[src/rtl/dehaze_frame_sequencer.sv]
// Two-pass frame sequencer: streams a stored BGR frame into the haze-removal pipeline,
// first for atmospheric-light estimation, then with te_enable for scene recovery.
module dehaze_frame_sequencer #(
  parameter int ADDR_W     = 19,
  parameter int GAP_CYCLES = 2,
  parameter int TIMEOUT    = 1048575
) (
  input  logic              clk,
  input  logic              rst,
  input  logic              start,
  input  logic              abort,
  input  logic [ADDR_W-1:0] num_pixels,
  output logic              mem_rd_en,
  output logic [ADDR_W-1:0] mem_addr,
  input  logic [23:0]       mem_rd_data,
  output logic [23:0]       pix_out,
  output logic              pix_valid,
  output logic              te_enable,
  input  logic              ale_done,
  input  logic              res_valid,
  output logic [ADDR_W-1:0] res_addr,
  output logic              res_we,
  output logic              busy,
  output logic              done,
  output logic              timeout
);

  localparam int TO_W = (TIMEOUT > 1) ? $clog2(TIMEOUT + 1) : 1;
  localparam logic [TO_W-1:0]   TO_LIM   = TO_W'(TIMEOUT);
  localparam logic [TO_W-1:0]   TO_ONE   = TO_W'(1);
  localparam logic [ADDR_W-1:0] A_ONE    = ADDR_W'(1);
  localparam logic [3:0]        GAP_LAST = 4'(GAP_CYCLES - 1);

  typedef enum logic [2:0] {
    S_IDLE,
    S_PASS1,
    S_WAIT_ALE,
    S_GAP,
    S_PASS2,
    S_DRAIN,
    S_DONE
  } state_t;

  state_t            r_state;
  state_t            w_state_nxt;
  logic [ADDR_W-1:0] r_num;
  logic [ADDR_W-1:0] r_rd_cnt;
  logic [ADDR_W-1:0] r_res_cnt;
  logic [TO_W-1:0]   r_to_cnt;
  logic [3:0]        r_gap_cnt;
  logic              r_pix_valid;
  logic              r_te;
  logic              r_timeout;

  logic              w_rd_en;
  logic              w_rd_last;
  logic              w_res_active;
  logic              w_res_we;
  logic [ADDR_W-1:0] w_res_cnt_nxt;
  logic              w_to_fire;
  logic              w_start_acc;
  logic              w_set_timeout;
  logic              w_state_chg;

  assign w_rd_en       = (r_state == S_PASS1) || (r_state == S_PASS2);
  assign w_rd_last     = (r_rd_cnt == (r_num - A_ONE));
  assign w_res_active  = (r_state == S_GAP) || (r_state == S_PASS2) || (r_state == S_DRAIN);
  assign w_res_we      = res_valid && w_res_active && (r_res_cnt < r_num);
  assign w_res_cnt_nxt = w_res_we ? (r_res_cnt + A_ONE) : r_res_cnt;
  assign w_to_fire     = (TIMEOUT != 0) && (r_to_cnt == TO_LIM);
  assign w_start_acc   = (r_state == S_IDLE) && start && !abort;
  assign w_state_chg   = (w_state_nxt != r_state);

  always_comb begin
    w_state_nxt   = r_state;
    w_set_timeout = 1'b0;
    if (abort) begin
      w_state_nxt = S_IDLE;
    end else begin
      case (r_state)
        S_IDLE: begin
          if (start) w_state_nxt = (num_pixels == '0) ? S_DONE : S_PASS1;
        end
        S_PASS1: begin
          if (w_rd_last) w_state_nxt = S_WAIT_ALE;
        end
        S_WAIT_ALE: begin
          // the last pass-1 pixel is already on the bus in the first WAIT_ALE cycle
          if (ale_done) begin
            w_state_nxt = S_GAP;
          end else if (w_to_fire) begin
            w_state_nxt   = S_DONE;
            w_set_timeout = 1'b1;
          end
        end
        S_GAP: begin
          if (r_gap_cnt == GAP_LAST) w_state_nxt = S_PASS2;
        end
        S_PASS2: begin
          if (w_rd_last) w_state_nxt = S_DRAIN;
        end
        S_DRAIN: begin
          if (w_res_cnt_nxt == r_num) begin
            w_state_nxt = S_DONE;
          end else if (w_to_fire) begin
            w_state_nxt   = S_DONE;
            w_set_timeout = 1'b1;
          end
        end
        S_DONE:  w_state_nxt = S_IDLE;
        default: w_state_nxt = S_IDLE;
      endcase
    end
  end

  always_ff @(posedge clk) begin
    if (rst) begin
      r_state     <= S_IDLE;
      r_num       <= '0;
      r_rd_cnt    <= '0;
      r_res_cnt   <= '0;
      r_to_cnt    <= '0;
      r_gap_cnt   <= '0;
      r_pix_valid <= 1'b0;
      r_te        <= 1'b0;
      r_timeout   <= 1'b0;
    end else begin
      r_state     <= w_state_nxt;
      r_pix_valid <= w_rd_en && !abort;

      if (w_start_acc) r_num <= num_pixels;

      if (w_state_chg)  r_rd_cnt <= '0;
      else if (w_rd_en) r_rd_cnt <= r_rd_cnt + A_ONE;

      if (w_state_nxt == S_IDLE) r_res_cnt <= '0;
      else                       r_res_cnt <= w_res_cnt_nxt;

      if (w_state_chg) r_to_cnt <= '0;
      else if ((r_state == S_WAIT_ALE) || (r_state == S_DRAIN)) r_to_cnt <= r_to_cnt + TO_ONE;

      if (w_state_chg)             r_gap_cnt <= '0;
      else if (r_state == S_GAP)   r_gap_cnt <= r_gap_cnt + 4'd1;

      if (w_state_nxt == S_IDLE)     r_te <= 1'b0;
      else if (w_state_nxt == S_GAP) r_te <= 1'b1;

      if (w_start_acc)        r_timeout <= 1'b0;
      else if (w_set_timeout) r_timeout <= 1'b1;
    end
  end

  assign mem_rd_en = w_rd_en;
  assign mem_addr  = w_rd_en ? r_rd_cnt : '0;
  assign pix_valid = r_pix_valid;
  assign pix_out   = r_pix_valid ? mem_rd_data : 24'd0;
  assign te_enable = r_te;
  assign res_we    = w_res_we;
  assign res_addr  = r_res_cnt;
  assign busy      = (r_state != S_IDLE);
  assign done      = (r_state == S_DONE);
  assign timeout   = r_timeout;

endmodule
[config.mk]
export PLATFORM = sky130hd
export DESIGN_NAME = dehaze_frame_sequencer
export DESIGN_NICKNAME = d
export VERILOG_FILES = /design/src/rtl/dehaze_frame_sequencer.sv
export SDC_FILE = /design/constraint.sdc
export NUM_CORES = 1
export LEC_CHECK = 0
export ABC_CLOCK_PERIOD_IN_PS = 3400
export BUFFER_PORTS_ARGS = -buffer_cell sky130_fd_sc_hd__buf_2
export CAP_MARGIN = 40
export CELL_PAD_IN_SITES_DETAIL_PLACEMENT = 1
export CELL_PAD_IN_SITES_GLOBAL_PLACEMENT = 1
export CORE_ASPECT_RATIO = 0.8
export CORE_MARGIN = 5
export CORE_UTILIZATION = 39
export CTS_BUF_LIST = sky130_fd_sc_hd__clkbuf_4
export CTS_CLUSTER_DIAMETER = 200
export DETAILED_ROUTE_END_ITERATION = 16
export GPL_TIMING_DRIVEN = 0
export PLACE_DENSITY_LB_ADDON = 0.1
export SETUP_SLACK_MARGIN = 0.4
export SYNTH_ARGS = -nofsm -noshare
export SYNTH_HDL_FRONTEND = slang
export SYNTH_SLANG_ARGS = --single-unit
[constraint.sdc]
create_clock -name clk -period 3.4 [get_ports clk]
set_input_delay 0.68 -clock clk [delete_from_list [all_inputs] [get_ports clk]]
set_output_delay 0.68 -clock clk [all_outputs]
set_load 0.05 [all_outputs]
==> results of run 1 <==
==> critical path, stage by stage, from the launching register on <==
cell and delay, ns:
dfxtp_4 0.40, inv_2 0.07, ha_1 0.30, nand4_1 0.17
nor4_4 0.52, nand3_2 0.26, nand4_1 0.29, mux2i_1 0.13
a211oi_2 0.30, nand4_1 0.25, nor4_1 0.23, nor4b_4 0.24
buf_6 0.23, buf_8 0.17, o41ai_1 0.08
==> final cells by class <==
class / count / area share [%]
buffer: 63 / 4.641
clock buffer: 11 / 0.9425
clock inverter: 5 / 0.8568
inverter: 33 / 1.614
multi-input combinational: 661 / 56.53
sequential: 87 / 20.69
tap: 220 / 3.142
timing repair buffer: 166 / 11.58
==> state kept, by name, summed over array words and instances (netlist names) <==
signal	flops
timeout	1
pix_valid	1
r_state	3
r_gap_cnt	4
r_rd_cnt	19
r_num	19
te_enable	1
r_to_cnt	20
res_addr	19
==> metrics by stage <==
step	power, mW	instances
2_1_floorplan	1.361	844
3_3_place_gp	1.495	1181
3_5_place_dp	1.500	1182
4_1_cts	2.307	1228
5_1_grt	2.441	1246
6_report	2.343	1246
==> synthesized netlist by cell type (5+ instances only) <==
library cell	count
mux2i_1	5
dfxtp_1	87
and4_1	7
ha_1	24
xor2_1	50
a21oi_1	42
o32ai_1	12
inv_1	31
nand2b_1	9
a31oi_1	5
and3_1	9
nor3_1	20
nand4_1	25
nor4_1	16
nand3_1	31
o21a_1	5
nor2_1	48
clkbuf_1	50
xnor2_1	48
or4_1	14
buf_2	9
o41ai_1	33
nand2_1	89
o21ai_0	15
nor2b_1	7
or3_1	36
and2_1	47
==> layer usage <==
layer  part of all wire, %  track usage [%]  vias to the layer above
li1                      -                -                     3415
met1                    50            38.59                     3508
met2                    42            35.04                      242
met3                   7.8            6.173                       12
met4                  0.39            3.115                        0
met5                     0                0                        -
==> cell families after synthesis <==
| logic type | synth area share, % |
|---|---|
| multiplexers | 0.9353 |
| flip-flops | 26.57 |
| AND/OR/NAND/NOR | 32.14 |
| adder cells (fa/ha/maj) | 4.581 |
| XOR/XNOR | 13.09 |
| AO/OA/AOI/OAI | 16.78 |
| buffers and inverters | 5.898 |
==> cell usage in the layout, fill, tap and decap left out, types with 6 or more instances in the layout <==
cell type and n:
ha_1 16, and4_1 7, nand4_1 25, o32ai_1 10, nor2b_1 7, clkbuf_1 32, ha_4 8, nand2b_1 9
buf_2 120, dfxtp_2 21, dfxtp_1 54, nor2_1 46, clkbuf_2 9, nand2_1 85, nand3_1 30, buf_4 46
nor4_1 11, nor3_1 17, o41ai_2 9, buf_8 6, buf_6 6, inv_2 6, o21ai_0 12, and2_1 47
a21oi_1 35, xor2_1 50, and3_1 9, inv_1 22, or4_1 14, o41ai_1 21, dfxtp_4 12, clkbuf_4 13
xnor2_1 45, or3_1 36
==> worst max path at each step <==
stage / from / to / slack (ns)
floorplan: r_num[7]$_SDFFE_PP0P_ / r_rd_cnt[11]$_SDFFE_PP0N_ / 0.15
detailed placement: r_num[15]$_SDFFE_PP0P_ / r_to_cnt[9]$_SDFFE_PP0N_ / -0.95
CTS: r_num[10]$_SDFFE_PP0P_ / r_rd_cnt[9]$_SDFFE_PP0N_ / -0.28
global route: res_addr[1]$_SDFF_PP0_ / r_to_cnt[9]$_SDFFE_PP0N_ / -0.48
finish: r_num[9]$_SDFFE_PP0P_ / r_rd_cnt[9]$_SDFFE_PP0N_ / -0.39
global placement: num_pixels[9] / timeout$_SDFFE_PP0P_ / -1.46
==> power by group <==
part	switching (mW)	leakage, nW	total [mW]	internal, mW
clock	0.405	0.0906	0.717	0.311
combinational	0.344	2.77	0.589	0.245
sequential	0.0130	0.722	1.04	1.02
total	0.762	3.58	2.34	1.58
==> timing repair <==
item	4_1_cts	5_1_grt
buffers inserted	29	17
pin swaps	22	22
endpoints found under the setup margin	69	63
gates cloned	1	1
gates resized for setup	82	51
==> flow_summary.toml, run 1 <==
[outcome]
status = "complete, but fails checks"
violations = "setup timing"

[place]
port_buffers = 117
gp_congestion = 0.8931
place_hpwl_um = 18410
placed_cell_area_um2 = 7681
place_ws_ns = -0.9464

[grt]
grt_use_total_pct = 24.79
grt_pass1_vias = 6923
antenna_found_initial = 0
grt_max_degree = 15
grt-ovfl-total = 0
grt_pass1_wl_um = 39040

[route]
vias = 7177
drt_pre_antenna_iters = 5
route.detailed.drc = 0
drtIter0Drc = 458
wl_per_cell_um = 20.32
finalWirelength_um = 25320
detail-route-antenna-nets = 0
vias_per_cell = 5.760

[sta]
hold_violations = 0
finalCritPeriodShare_pct = 111.6
fin_ws_ns = -0.3935
layout_min_cycle_time_ns = 3.793
skew_ns = 0.02708
setup_viol = 47
fin_tns_setup_ns = -16.73
rsz0062_at_grt = "yes"
worst_pin_slew_ns = 0.6994
fin_hold_ws_ns = 0.4131
max_slew_margin_pct = 53.37
fmax_mhz = 263.6
drv_slew = 0

[clock_tree]
cts_max_level = 3
clk_latency_ns = 0.50
numCtsBuffers = 9
clk_transition_reported_paths_ns = 0.16
cts_sinks = 87
clk_path_buf_depth = 2
cts_root_buf = "clkbuf_4"
tritoncts = "done"
cts_hold_buf = 0

[final_layout]
seqCellArea_um2 = 1813
drive_gt1_share_pct = 32.46
nets = 1094
multi_input_area_um2 = 4954
area_delta_synth_final_pct = 33.67
n_fill_cell = 2065
postLayoutCellArea_um2 = 8762
diodes = 0
fin_util_pct = 53.10

[hold_path]
holdPathEnd = "r_num[17]$_SDFFE_PP0P_"
holdPathStages = 3
hold_class = "in -> reg"
hold_path.startpoint = "num_pixels[17]"

[critical_path]
reg2reg_slack_ns = -0.39
cp.required_ns = 3.76
cp-start-kind = "register"
setup.worst_path.class = "reg -> reg"
reg2reg_depth = 14
rr_startpoint = "r_num[9]$_SDFFE_PP0P_"
cp-end-kind = "register"
arrival_ns = 4.16
reg2reg_to = "r_rd_cnt[9]$_SDFFE_PP0N_"
cp_max_fo = 10

[logic_synthesis]
async_flop_share_pct = 0
synth_cells = 844
yosysUniqueCellTypes = 70
ys_seq_area_share_pct = 26.57
synth_top_area_share_pct = 26.57
synth_area_leaders = "dfxtp_1, xor2_1, xnor2_1"
synth_edf_count = 0
ys_warn_count = 0
ys_ff_latch = 87
synthesis.nets = 917
syn_avg_cell_area_um2 = 7.767
synth_ff_type = "dfxtp_1"
syn_area_um2 = 6555
synth_top_cell_by_area = "dfxtp_1"

[pwr]
p_leak_nw = 3.581
powerDensity_nw_per_um2 = 267.4
ir_drop_uv = 166.9

[floorplan]
die_area_um2 = 19520
die_height_um = 126.0
initial_core_util_pct = 39.73
ios = 118
die_w_um = 154.9
rows = 42
core_um2 = 16500

[flow_run]
drv_cap = 0
No activity file was read; power rests on OpenSTA's default activity.
==> run 2: changes to the inputs <==
--- a/config.mk
+++ b/config.mk
@@ -13,3 +13,3 @@
 export CORE_ASPECT_RATIO = 0.8
-export CORE_MARGIN = 5
+export CORE_MARGIN = 2
 export CORE_UTILIZATION = 39
@@ -19,2 +19,3 @@
 export GPL_TIMING_DRIVEN = 0
+export HOLD_SLACK_MARGIN = 0.08
 export PLACE_DENSITY_LB_ADDON = 0.1
==> constraint.sdc (replaced) <==
create_clock -name clk -period 3.4 [get_ports clk]
set_input_delay 0.17 -clock clk [delete_from_list [all_inputs] [get_ports clk]]
set_output_delay 0.17 -clock clk [all_outputs]
set_load 0.05 [all_outputs]
==> flow_summary.toml, run 2 (same netlist as run 1, synthesis figures left out) <==
[final_layout]
n_fill_cell = 2042
final_cell_mix = "buf_2, nand2_1, dfxtp_1, xor2_1, and2_1"
regMostFlops = "r_to_cnt"
final_common_cell = "buf_2"
largest_register_ffs = 20
fin_util_pct = 53.62
area_delta_synth_final_pct = 34.97
drive_gt1_share_pct = 30.34
nets = 1103

[sta]
worst_pin_slew_ns = 0.8056
rsz0062_at_grt = "yes"
max_slew_margin_pct = 46.29
hold_violations = 0
drv_slew = 0
fin_ws_ns = -0.4196
skew_ns = 0.02099
fmax_mhz = 261.8
fin_hold_ws_ns = 0.1771
setup_viol = 46
finalCritPeriodShare_pct = 112.3
layout_min_cycle_time_ns = 3.820

[route]
detail-route-antenna-nets = 0
vias = 7206
drt_pre_antenna_iters = 5
wl_per_cell_um = 20.90
drtIter0Drc = 519
vias_per_cell = 5.733
finalWirelength_um = 26270
route.detailed.drc = 0

[place]
gp_congestion = 0.9218
place_hpwl_um = 18560
port_buffers = 117

[floorplan]
die_height_um = 120.0
initial_core_util_pct = 39.73
die_w_um = 148.9
core_um2 = 16500
rows = 42
die_area_um2 = 17870
ios = 118

[clock_tree]
tritoncts = "done"
cts_sinks = 87
numCtsBuffers = 9
clk_latency_ns = 0.50
clk_path_buf_depth = 2
clk_transition_reported_paths_ns = 0.16
cts_root_buf = "clkbuf_4"
cts_max_level = 3

[grt]
grt_max_degree = 15
grt_use_total_pct = 29.22
grt_pass1_wl_um = 40330
grt_pass1_vias = 7150
grt-ovfl-total = 0
antenna_found_initial = 2

[flow_run]
drv_cap = 0

[critical_path]
arrival_ns = 4.18
cp.required_ns = 3.76
cp_max_fo = 7
cp-start-kind = "register"
timing.critical_path.mode_cell = "buf_6"
reg2reg_slack_ns = -0.42
setup.worst_path.class = "reg -> reg"
slowest_delay_ns = 0.45
cp_cell_sequence = "clkbuf_8, inv_2, ha_4, nand4_4, nor4_4, a211oi_4, buf_6, buf_6, nand2_4, mux2i_4, o31ai_4, a211o_1, nor4_2, nor4b_4, buf_6, buf_4, o41ai_1"
cp-end-kind = "register"
cp_slowest_cell = "nor4_4"

[pwr]
ir_drop_uv = 178.8
p_leak_nw = 3.546
powerDensity_nw_per_um2 = 249.6

[outcome]
violations = "setup timing"
status = "complete, but fails checks"

[hold_path]
hold_class = "in -> reg"
-- run 2: changes by cell type in the layout (fill, tap and decap cells not counted), sizes merged --
cell,previous run,this run
dlygate4sd3,0,20
buf,182,172
bufinv,2,0
clkbuf,58,56
clkinv,3,5
diode,0,2
inv,33,34
-- run 2: stage by stage --
step	total power, mW	worst slack (ns)	cell area [um^2]	setup TNS (ns)	std cells
2_1_floorplan	1.361	0.1518	6815	0	844
3_3_place_gp	1.498	-0.8853	7676	-38.44	1181
3_5_place_dp	1.504	-0.9143	7676	-39.26	1181
4_1_cts	2.171	-0.2892	8512	-12.18	1246
5_1_grt	2.303	-0.5375	8847	-23.44	1257
6_report	2.209	-0.4196	8847	-17.37	1257
-- run 2: per-layer routing --
layer	track usage, %	part of all wire [%]
met5	0	0
met4	6.310	1.2
met3	7.034	7.7
met2	43.75	42
met1	42.43	49
-- run 2: critical path, delay by kind of cell (launching register included) --
kind            cells  cell delay [ns]
flops               1             0.36
simple gates        5             1.21
fa+ha+maj           1             0.27
mux                 1             0.30
buf+inv             6             0.84
compound gates      4             0.68
-- run 2: layout make-up --
cell class | count | area (um^2) | area share (%)
diodes | 2 | 5.005 | 0.05657
plain buffers | 63 | 422.9 | 4.780
clock buffers | 10 | 75.07 | 0.8485
clock inverters | 6 | 27.53 | 0.3111
inverters | 33 | 141.4 | 1.598
multi-input cells | 661 | 4956 | 56.02
flip-flops and latches | 87 | 1813 | 20.49
well taps | 220 | 275.3 | 3.111
repair buffers | 175 | 1131 | 12.78
-- run 2: timing repair --
action,4_1_cts,5_1_grt
gates resized for setup,79,57
hold buffers,20,0
pin swaps,17,21
setup endpoints to repair,48,58
gates cloned,1,1
buffers inserted,28,7
endpoints found under the hold margin,22,0
-- run 2: path summary, 6_finish.rpt --
| check | start | end | depth (start not counted) |
|---|---|---|---|
| setup / recovery | r_num[16]$_SDFFE_PP0P_ | r_to_cnt[19]$_SDFFE_PP0N_ | 17 |
| setup reg to reg | r_num[16]$_SDFFE_PP0P_ | r_to_cnt[19]$_SDFFE_PP0N_ | 17 |
| hold reg to reg | r_num[18]$_SDFFE_PP0P_ | r_num[18]$_SDFFE_PP0P_ | 2 |
| hold / removal | ale_done | timeout$_SDFFE_PP0P_ | 4 |
-- run 2: report_power, final --
group / switching, mW / internal, mW
logic: 0.350 / 0.257
clock network: 0.412 / 0.150
registers: 0.0142 / 1.02
==> run 3: changes to the inputs <==
--- a/config.mk
+++ b/config.mk
@@ -20,3 +20,3 @@
 export HOLD_SLACK_MARGIN = 0.08
-export PLACE_DENSITY_LB_ADDON = 0.1
+export PLACE_DENSITY = 0.81
 export SETUP_SLACK_MARGIN = 0.4
==> constraint.sdc (replaced) <==
create_clock -name clk -period 3.4 [get_ports clk]
set_input_delay 0.51 -clock clk [delete_from_list [all_inputs] [get_ports clk]]
set_output_delay 0.51 -clock clk [all_outputs]
set_load 0.05 [all_outputs]
==> flow_summary.toml, run 3 (same netlist as run 1, synthesis figures left out) <==
[clock_tree]
clk_transition_reported_paths_ns = 0.14
clk_path_buf_depth = 2
tritoncts = "done"
numCtsBuffers = 9
cts_sinks = 87
cts_hold_buf = 0
cts_root_buf = "clkbuf_4"
cts_max_level = 3
clk_latency_ns = 0.50

[grt]
grt_use_total_pct = 28.21
antenna_found_initial = 1
grt_max_degree = 14
grt_pass1_wl_um = 39540
grt-ovfl-total = 0
grt_pass1_vias = 7172

[sta]
layout_min_cycle_time_ns = 3.866
fmax_mhz = 258.6
rsz0062_at_grt = "yes"
fin_ws_ns = -0.4663
fin_hold_ws_ns = 0.2443
setup_viol = 46
hold_violations = 0
drv_slew = 0
skew_ns = 0.02034
fin_tns_setup_ns = -18.94
max_slew_margin_pct = 53.86
worst_pin_slew_ns = 0.6921
finalCritPeriodShare_pct = 113.7

[route]
route.detailed.drc = 0
detail-route-antenna-nets = 0
vias = 7697
drtIter0Drc = 631
finalWirelength_um = 28240
vias_per_cell = 6.114
drt_pre_antenna_iters = 6
wl_per_cell_um = 22.43

[floorplan]
die_area_um2 = 17870
die_w_um = 148.9
rows = 42
core_um2 = 16500
die_height_um = 120.0
ios = 118
initial_core_util_pct = 39.73

[pwr]
p_leak_nw = 3.645
p_seq_share_pct = 45.1
clkPwrFrac_pct = 24.6
powerDensity_nw_per_um2 = 252.5
p_sw_share_pct = 35.49
p_sw_uw = 815.7
p_comb_share_pct = 30.2
power_mw = 2.298
ir_drop_uv = 228.8
p_int_mw = 1.483

[final_layout]
fin_util_pct = 55.16
area_delta_synth_final_pct = 38.84
n_fill_cell = 1992
final-instance-count-excl-fill = 1259
nets = 1106
regMostFlops = "r_to_cnt"
largest_register_ffs = 20
final_common_cell = "buf_2"
drive_gt1_share_pct = 35.45
final_cell_mix = "buf_2, nand2_1, dfxtp_1, xor2_1, buf_4"
postLayoutCellArea_um2 = 9101

[outcome]
violations = "setup timing"
status = "complete, but fails checks"

[place]
gp_congestion = 0.9276
placedCellCount = 1183
place_hpwl_um = 17820
place_ws_ns = -0.8964
placed_cell_area_um2 = 7699
port_buffers = 117

[critical_path]
critPathTopFamily = "compound AO/OA/AOI/OAI gates"
arrival_ns = 4.24
cp-end-kind = "register"
cp_max_fo = 7
slowest_delay_ns = 0.50
cp_slowest_cell = "a2111o_1"
cp.required_ns = 3.78
timing.critical_path.mode_cell = "buf_4"
reg2reg_slack_ns = -0.47
crit_buf_inv = 6
cp_cell_sequence = "clkbuf_8, buf_4, buf_4, nand2b_1, a21oi_1, a2111oi_1, o21ai_1, a2111o_1, a2111oi_4, nand4_1, nor4_2, nor4b_4, buf_6, buf_12, buf_8, o41ai_1"
cp-start-kind = "register"
setup.worst_path.class = "reg -> reg"

[hold_path]
hold_class = "in -> reg"

[flow_run]
drv_cap = 0
## run 3: cell count changes in the layout (fill, tap and decap cells not counted), sizes merged
cell | before | now
clkdlybuf4s15 | 0 | 2
clkinvlp | 0 | 2
diode | 2 | 1
clkbuf | 56 | 55
dlygate4sd3 | 20 | 0
buf | 172 | 195
inv | 34 | 31
## run 3: worst paths after layout
| path | cells past startpoint | from | to |
|---|---|---|---|
| worst min register to register | 2 | r_num[17]$_SDFFE_PP0P_ | r_num[17]$_SDFFE_PP0P_ |
| worst max-delay path | 16 | r_num[7]$_SDFFE_PP0P_ | r_rd_cnt[13]$_SDFFE_PP0N_ |
| worst max register to register | 16 | r_num[7]$_SDFFE_PP0P_ | r_rd_cnt[13]$_SDFFE_PP0N_ |
| worst min-delay path | 3 | num_pixels[13] | r_num[13]$_SDFFE_PP0P_ |
## run 3: cell type report
class / instances / area, um^2 / share of cell area, %
Inverter: 33 / 151.4 / 1.663
Timing Repair Buffer: 178 / 1189 / 13.06
Clock buffer: 11 / 82.58 / 0.9073
Clock inverter: 5 / 23.77 / 0.2612
Sequential cell: 87 / 1824 / 20.04
Antenna cell: 1 / 2.502 / 0.02750
Buffer: 63 / 432.9 / 4.757
Tap cell: 220 / 275.3 / 3.024
Multi-Input combinational cell: 661 / 5120 / 56.26
## run 3: power groups by stage
stage | sequential (mW) | clock, mW | combinational (mW)
after CTS | 1.04 | 0.569 | 0.578
final | 1.04 | 0.566 | 0.695
after floorplan | 1.06 | 0 | 0.304
after global routing | 1.04 | 0.611 | 0.728
after global placement | 1.06 | 0 | 0.430
after detailed placement | 1.06 | 0 | 0.440
## run 3: repair_timing
action                                  CTS  global route
endpoints found under the setup margin   66            64
pin swaps                                20            29
gates cloned                              3             0
resized for setup                        95           100
buffers inserted                         35            21
## run 3: metal layers
metal	GRT usage (%)	wire, um	vias up
li1	-	-	3436
met1	39.23	12250	3800
met2	43.89	12840	395
met3	7.490	2447	66
met4	5.952	703	0
met5	0	0	-
## run 3: worst reg2reg max path, stage by stage, from the launching register on
cell	delay [ns]
dfxtp_2	0.34
clkbuf_8	0.14
buf_4	0.16
buf_4	0.18
nand2b_1	0.12
a21oi_1	0.08
a2111oi_1	0.39
o21ai_1	0.19
a2111o_1	0.50
a2111oi_4	0.34
nand4_1	0.22
nor4_2	0.33
nor4b_4	0.24
buf_6	0.19
buf_12	0.13
buf_8	0.12
o41ai_1	0.08
